===== src/rtl/reg_file_seq_pkg.sv =====
// Shared types for the register-file command sequencer.
// Latency: n/a (types and constants only).
// Backpressure: n/a.
package reg_file_seq_pkg;

    // Byte width of the register file data path.
    localparam int DW = 8;

    // Sequencer states.
    typedef enum logic [1:0] {
        IDLE = 2'd0,
        DUMP = 2'd1,
        LOAD = 2'd2,
        DONE = 2'd3
    } state_t;

    // Command opcode as carried on cmd_op.
    typedef enum logic {
        OP_DUMP = 1'b0,
        OP_LOAD = 1'b1
    } op_t;

endpackage : reg_file_seq_pkg


===== src/rtl/reg_file_seq.sv =====
// Command-driven bulk dump/load initiator for an 8-bit register file.
// Latency: accept -> first out byte visible after 2 edges; LOAD writes land on each in handshake edge.
// Backpressure: out_ready low holds the output byte and stalls; in_valid gaps stall LOAD.
module reg_file_seq
    import reg_file_seq_pkg::*;
#(
    parameter int pw = 2
) (
    input  logic          clk,
    input  logic          rst_n,
    input  logic          cmd_valid,
    output logic          cmd_ready,
    input  logic          cmd_op,
    input  logic [pw:0]   cmd_base,
    input  logic [pw:0]   cmd_count,
    input  logic          in_valid,
    output logic          in_ready,
    input  logic [DW-1:0] in_data,
    output logic          out_valid,
    input  logic          out_ready,
    output logic [DW-1:0] out_data,
    output logic          busy,
    output logic          done,
    output logic [pw:0]   rf_rd_addr,
    input  logic [DW-1:0] rf_rd_data,
    output logic [pw:0]   rf_wr_addr,
    output logic          rf_wr_en,
    output logic [DW-1:0] rf_wr_data
);

    // Number of registers, expressed in the count width so clamping compares cleanly.
    localparam logic [pw:0] NREG     = {1'b1, {pw{1'b0}}};
    localparam logic [pw:0] REM_ZERO = '0;
    localparam logic [pw:0] REM_ONE  = {{pw{1'b0}}, 1'b1};

    state_t          state_q, state_d;
    logic [pw-1:0]   ptr_q, ptr_d;
    logic [pw:0]     rem_q, rem_d;
    logic            out_valid_q, out_valid_d;
    logic [DW-1:0]   out_data_q, out_data_d;

    logic [pw:0]     count_clamped;
    logic            slot_free;
    logic            wr_hs;

    // Oversized counts collapse to a full sweep of the file.
    assign count_clamped = (cmd_count > NREG) ? NREG : cmd_count;

    // The output holding register can take a new byte when empty or being drained this cycle.
    assign slot_free = !out_valid_q || out_ready;

    // Next-state, pointer/counter and handshake decode.
    always_comb begin
        state_d     = state_q;
        ptr_d       = ptr_q;
        rem_d       = rem_q;
        out_valid_d = out_valid_q;
        out_data_d  = out_data_q;
        cmd_ready   = 1'b0;
        in_ready    = 1'b0;
        wr_hs       = 1'b0;

        case (state_q)
            IDLE: begin
                cmd_ready = 1'b1;
                if (cmd_valid) begin
                    ptr_d = cmd_base[pw-1:0];
                    rem_d = count_clamped;
                    if (count_clamped == REM_ZERO) begin
                        state_d = DONE;
                    end else if (op_t'(cmd_op) == OP_LOAD) begin
                        state_d = LOAD;
                    end else begin
                        state_d = DUMP;
                    end
                end
            end

            DUMP: begin
                if (slot_free) begin
                    if (rem_q != REM_ZERO) begin
                        out_data_d  = rf_rd_data;
                        out_valid_d = 1'b1;
                        ptr_d       = ptr_q + 1'b1;
                        rem_d       = rem_q - 1'b1;
                    end else begin
                        // Last byte has been taken; retire the slot and finish.
                        out_valid_d = 1'b0;
                        state_d     = DONE;
                    end
                end
            end

            LOAD: begin
                in_ready = (rem_q != REM_ZERO);
                if (rem_q == REM_ZERO) begin
                    state_d = DONE;
                end else if (in_valid) begin
                    wr_hs = 1'b1;
                    ptr_d = ptr_q + 1'b1;
                    rem_d = rem_q - 1'b1;
                    // Leave on the final write so LOAD costs no idle cycle.
                    if (rem_q == REM_ONE) begin
                        state_d = DONE;
                    end
                end
            end

            DONE: begin
                state_d = IDLE;
            end

            default: begin
                state_d = IDLE;
            end
        endcase
    end

    // State, pointer, counter and output holding register; reset also discards any half-sent byte.
    always_ff @(posedge clk) begin
        if (!rst_n) begin
            state_q     <= IDLE;
            ptr_q       <= '0;
            rem_q       <= '0;
            out_valid_q <= 1'b0;
            out_data_q  <= '0;
        end else begin
            state_q     <= state_d;
            ptr_q       <= ptr_d;
            rem_q       <= rem_d;
            out_valid_q <= out_valid_d;
            out_data_q  <= out_data_d;
        end
    end

    assign out_valid  = out_valid_q;
    assign out_data   = out_data_q;
    assign busy       = (state_q != IDLE);
    assign done       = (state_q == DONE);

    // Both file ports point at the current register; the MSB selects nothing here.
    assign rf_rd_addr = {1'b0, ptr_q};
    assign rf_wr_addr = {1'b0, ptr_q};
    assign rf_wr_data = in_data;
    // A write coinciding with reset is dropped so the file never sees a half-aborted LOAD.
    assign rf_wr_en   = wr_hs && rst_n;

endmodule : reg_file_seq


===== config.mk =====
export PLATFORM = sky130hd
export DESIGN_NAME = reg_file_seq
export DESIGN_NICKNAME = d
export VERILOG_FILES = /design/src/rtl/reg_file_seq_pkg.sv /design/src/rtl/reg_file_seq.sv
export SDC_FILE = /design/constraint.sdc
export NUM_CORES = 1
export LEC_CHECK = 0
export CAP_MARGIN = 20
export CORE_ASPECT_RATIO = 2
export CORE_UTILIZATION = 38
export CTS_CLUSTER_SIZE = 25
export DETAILED_ROUTE_END_ITERATION = 10
export GPL_TIMING_DRIVEN = 0
export PLACE_DENSITY_LB_ADDON = 0.15
export SLEW_MARGIN = 20
export SYNTH_ARGS = -nofsm -noshare
export SYNTH_HDL_FRONTEND = slang
export SYNTH_SLANG_ARGS = --single-unit

===== constraint.sdc =====
create_clock -name clk -period 3.6 [get_ports clk]
set_input_delay 0.54 -clock clk [delete_from_list [all_inputs] [get_ports clk]]
set_output_delay 0.54 -clock clk [all_outputs]
set_load 0.05 [all_outputs]

==> impl_metrics.yaml, run 1 <==
outcome:
  status: "finished, final reports clean"
floorplanning:
  die_h_um: 74.9
  core_area_um2: 2540
  die_w_um: 38.5
  start_util: 0.398
  rows: 26
  die_area_um2: 2880
  ios: 56
grt:
  grt_overflow: 0
  grt_use_total: 0.172
  grt_max_degree: 11
  antenna_found_initial: 0
  grt_first_pass_wirelength_mm: 3.45
  grt_pass1_vias: 872
power_and_ir_drop:
  comb_power_share: 0.619
  clock_power_share: 0.149
  leakagePower_nw: 0.706
  p_total_mw: 1.08
  p_int_uw: 578
  seqPwrFrac: 0.232
  p_per_area_nw_per_um2: 706
  p_switching_uw: 506
  ir_drop_mv: 0.415
  swShare: 0.466
sta:
  fin_crit_sh: 0.746
  slew_headroom: 0.656
  period_minus_slack_ps: 2690
  worst_slew_pin_slew_ps: 515
  hold_slack_ps: 479
  grt_setup_unrepaired: "false"
  max_freq_ghz: 0.372
  fin_tns_setup_ps: 0
  final-hold-violation-count: 0
  maxSlewViolCount: 0
  setup_violations: 0
  fin_worst_skew_ps: 3.83
  setup_slack_ps: 913
final_layout:
  instances_no_fill: 189
  num_antenna_cells: 0
  fin_util: 0.605
  area_delta_synth_final_pct: 51.9
  nets: 198
  n_fill_cell: 249
  design_area_um2: 1540
  drive_gt1_frac: 0.137
route:
  drc: 0
  totalWireLength_mm: 2.35
  dr.first_iter.drc_count: 7
  routedWlPerCell_um: 12.4
  via_count: 965
  routed_via_density: 5.11
  firstDrtPassIters: 3
  ant_nets: 0
logic_synthesis:
  netlist_instances: 113
  synth_area_per_cell_um2: 8.95
  ys.flop_type: "dfxtp_1"
  synth_area_leaders: "dfxtp_1 32%, ha_1 9.9%, mux2i_1 9.9%, buf_4 8.9%, nor2_1 5.2%"
  yosys_warnings: 0
  synth_cell_type_count: 31
  synth_top_cell_area_share: 0.317
  yosysSeqAreaShare: 0.317
  synth_edf_count: 0
  ys_ff_latch: 16
  yosysMostFrequentCell: "dfxtp_1"
  async_flop_share: 0
  synth_area_leader_cell: "dfxtp_1"
  synthTopCellsByCount: "16 x dfxtp_1, 14 x nor2_1, 12 x buf_4"
  netlist_area_um2: 1010
cts:
  clock-sinks: 16
  cts_buffer_depth: 2
  cts-resized-gates: 0
  holdBufCountCts: 0
  cts_max_level: 1
  cts_root_buf: "clkbuf_8"
  tritoncts: "done"
  cts.clk_slew.worst_paths_ps: 70
  postCtsSetupBuffers: 0
  clock_latency_ps: 250
  cts_buffers: 3
setup_path:
  slowest_delay_ps: 790
  r2r_slack_ps: 1780
  cpMaxStageDelayCell: "clkdlybuf4s50_1"
  critical_path.top_delay_family: "buffers and inverters"
  path_buf_inv: 2
  critical_path_class: "reg2out"
  cp_max_fo: 4
  critPathLaunch: "rem_q[0]"
  crit_path_end: "rf_wr_en"
  cp_num_cells: 6
  end_kind: "output port"
  r2r_end: "rem_q[2]"
  required_ps: 3060
  reg2reg_from: "state_q[0]"
  start_kind: "flop"
  path_cells: "inv_1, ha_1, nand2b_1, and2_2, and3_1, clkdlybuf4s50_1"
  reg2regPathDepth: 6
  worstPathArrival_ps: 2150
placed_design:
  placedCellCount: 185
  dp_slack_ps: 1060
  io_buffers: 43
  place_hpwl_mm: 1.94
  placed_area_um2: 1480
  gp_congestion: 0.703
flow_run:
  cap_violations: 0
min_path:
  hp-class: "reg2reg"
## power by group through the flow
stage | clock network [mW] | registers (mW) | logic, mW
6_report | 0.161 | 0.252 | 0.671
3_5_place_dp | 0 | 0.256 | 0.674
5_1_grt | 0.170 | 0.258 | 0.716
4_1_cts | 0.163 | 0.253 | 0.676
2_1_floorplan | 0 | 0.330 | 0.412
3_3_place_gp | 0 | 0.254 | 0.660
## cell usage in the layout (no fill, tap or decap), types with 3 or more instances in the layout
cell type        Yosys  final
dfxtp_1             16     16
mux2i_1             10     10
clkbuf_8             0      4
clkdlybuf4s50_1      0     43
a31oi_1              3      3
ha_1                 8      8
nor2_1              14     14
buf_4               12     12
inv_1               11     11
a21oi_1              5      5
nand2_1              4      4
## worst min path at each step
stage | end | start | cells after the start
finish | rem_q[1] | rem_q[1] | 2
global route | out_valid | out_valid | 2
CTS | rem_q[1] | rem_q[1] | 2
detailed placement | rem_q[1] | rem_q[1] | 2
global placement | rem_q[1] | rem_q[1] | 2
floorplan | rem_q[1] | rem_q[1] | 2
## worst reg2reg max path, delay by kind of cell (launching register included)
kind | cells | cell delay [ps]
flip-flops | 1 | 400
AND/OR/NAND/NOR | 1 | 210
AO/OA/AOI/OAI | 2 | 490
buffers and inverters | 1 | 100
multiplexers | 1 | 330
adder cells (fa/ha/maj) | 1 | 240
## sequential cells by signal, summed over array words and instances (netlist names)
signal,count
ptr_q,2
out_data,8
rem_q,3
state_q,2
out_valid,1
## layer usage
| layer | track usage | wire (um) |
|---|---|---|
| met1 | 0.135 | 782 |
| met2 | 0.350 | 1410 |
| met3 | 0.0177 | 91 |
| met4 | 0.115 | 71 |
| met5 | 0 | 0 |
## cell families (layout without fill, tap and decap cells)
group / count (synthesis) / count (layout) / share of synthesized area
AND/OR/NAND/NOR: 29 / 29 / 0.135
buffers and inverters: 27 / 74 / 0.162
AO/OA/AOI/OAI: 21 / 21 / 0.173
flip-flops: 16 / 16 / 0.317
multiplexers: 11 / 11 / 0.110
adder cells (fa/ha/maj): 8 / 8 / 0.0990
other: 1 / 2 / 0.00371
## final cells by class
| class | count | area (um^2) | area share |
|---|---|---|---|
| sequential | 16 | 320 | 0.209 |
| clock buffer | 4 | 55.1 | 0.0359 |
| multi-input combinational | 71 | 531 | 0.346 |
| inverter | 11 | 41.3 | 0.0269 |
| timing repair buffer | 43 | 430 | 0.280 |
| tap | 28 | 35.0 | 0.0228 |
| buffer | 16 | 123 | 0.0799 |
Power figures use the tool's default switching activity.
==> run 2, diff against run 1 <==
clock period = 2.6 ns   (was 3.6 ns; I/O delays follow)
==> impl_metrics.yaml, run 2 (same netlist as run 1, synthesis figures left out) <==
cts:
  cts_root_buf: "clkbuf_8"
  holdBufCountCts: 0
  cts_buffer_depth: 2
  cts_max_level: 1
  tritoncts: "done"
  clock_latency_ps: 250
  cts-resized-gates: 0
  postCtsSetupBuffers: 0
  cts_buffers: 3
  clock-sinks: 16
  cts.clk_slew.worst_paths_ps: 60
placed_design:
  gp_congestion: 0.703
  place_hpwl_mm: 1.94
  dp_slack_ps: 328
  io_buffers: 43
  placed_area_um2: 1480
min_path:
  hp-class: "in2reg"
  whs_path_depth: 2
  min_to: "ptr_q[1]"
  min_from: "rst_n"
final_layout:
  seqCellArea_um2: 320
  drive_gt1_frac: 0.137
  area_delta_synth_final_pct: 52.1
  n_fill_cell: 248
  design_area_um2: 1540
  layout_commonest_cell: "clkdlybuf4s50_1"
  multi_input_area_um2: 531
  nets: 198
  num_antenna_cells: 0
  largest_register_ffs: 8
  final_cell_mix: "42 x clkdlybuf4s50_1, 16 x dfxtp_1, 14 x nor2_1, 12 x buf_4, 11 x inv_1"
route:
  ant_nets: 0
  totalWireLength_mm: 2.35
  firstDrtPassIters: 3
  routedWlPerCell_um: 12.4
  via_count: 965
  routed_via_density: 5.11
  drc: 0
  dr.first_iter.drc_count: 7
setup_path:
  reg2regPathDepth: 6
  cpMaxStageDelayCell: "clkdlybuf4s50_1"
  reg2reg_from: "state_q[0]"
  end_kind: "output port"
  r2r_end: "rem_q[2]"
  cp_num_cells: 5
  worstPathArrival_ps: 2000
  slowest_delay_ps: 790
  start_kind: "flop"
  r2r_slack_ps: 780
  required_ps: 2210
  critical_path.top_delay_family: "buffers and inverters"
  path_cells: "inv_1, ha_1, nand2b_1, and2_2, clkdlybuf4s50_1"
  cp_max_fo: 4
  path_buf_inv: 2
  critical_path_class: "reg2out"
sta:
  final-hold-violation-count: 0
  grt_setup_unrepaired: "false"
  maxSlewViolCount: 0
  setup_violations: 0
  fin_crit_sh: 0.919
  worst_slew_pin_slew_ps: 515
  setup_slack_ps: 210
  fin_worst_skew_ps: 3.83
  max_freq_ghz: 0.418
  fin_tns_setup_ps: 0
  slew_headroom: 0.656
  period_minus_slack_ps: 2390
flow_run:
  cap_violations: 0
floorplanning:
  ios: 56
  die_w_um: 38.5
  die_h_um: 74.9
  start_util: 0.398
  die_area_um2: 2880
  core_area_um2: 2540
  rows: 26
grt:
  grt_overflow: 0
  grt_first_pass_wirelength_mm: 3.45
  grt_pass1_vias: 872
  antenna_found_initial: 0
  grt_max_degree: 11
  grt_use_total: 0.172
power_and_ir_drop:
  ir_drop_mv: 0.575
  p_per_area_nw_per_um2: 976
  p_int_uw: 801
  p_switching_uw: 700
  clock_power_share: 0.149
  comb_power_share: 0.619
  swShare: 0.466
  leakagePower_nw: 0.725
  seqPwrFrac: 0.232
outcome:
  status: "finished, final reports clean"
## run 2: cell count changes in the layout (fill, tap and decap cells not counted)
cell             before  now
clkdlybuf4s50_1      43   42
dlymetal6s2s_1        1    2
## run 2: metal layers
metal / GRT usage / share of wire / wire length (um) / up-vias
met1: 0.135 / 0.33 / 779 / 458
met4: 0.115 / 0.030 / 71 / 0
li1: - / - / - / 473
met2: 0.350 / 0.60 / 1410 / 28
met3: 0.0177 / 0.040 / 94 / 6
met5: 0 / 0 / 0 / -
## run 2: worst max path at each step
| stage | start | endpoint | slack (ps) |
|---|---|---|---|
| 6_report | rem_q[0] | in_ready | 210 |
| 5_1_grt | rem_q[0] | in_ready | 120 |
| 4_1_cts | rem_q[0] | rf_wr_en | 50 |
| 3_5_place_dp | rem_q[0] | rf_wr_en | 330 |
| 3_3_place_gp | rem_q[0] | rf_wr_en | 340 |
| 2_1_floorplan | state_q[0] | ptr_q[1] | 520 |
## run 2: layout make-up
type                    count  share of cell area
inverters                  11              0.0269
multi-input cells          71               0.345
flip-flops and latches     16               0.208
plain buffers              16              0.0797
clock buffers               4              0.0358
repair buffers             43               0.282
well taps                  28              0.0228
## run 2: power groups by stage
stage | Clock, mW | Sequential [mW] | Combinational [mW]
6_report | 0.223 | 0.349 | 0.929
5_1_grt | 0.235 | 0.357 | 0.991
4_1_cts | 0.225 | 0.350 | 0.936
3_5_place_dp | 0 | 0.355 | 0.933
3_3_place_gp | 0 | 0.351 | 0.914
2_1_floorplan | 0 | 0.457 | 0.570
## run 2: through the flow
step,hold WS [ps],utilization,instances,power [mW]
2_1_floorplan,450,-,114,1.03
3_3_place_gp,461,0.583,185,1.27
3_5_place_dp,475,0.583,185,1.29
4_1_cts,404,0.605,189,1.51
5_1_grt,417,0.606,189,1.58
6_report,406,0.606,189,1.50
==> run 3, diff against run 2 <==
SKIP_LAST_GASP = 1   (was unset)
TNS_END_PERCENT = 1   (was unset)
==> results of run 3 <==
Same layout as run 2: the final DEF is identical, and so are final timing and power.
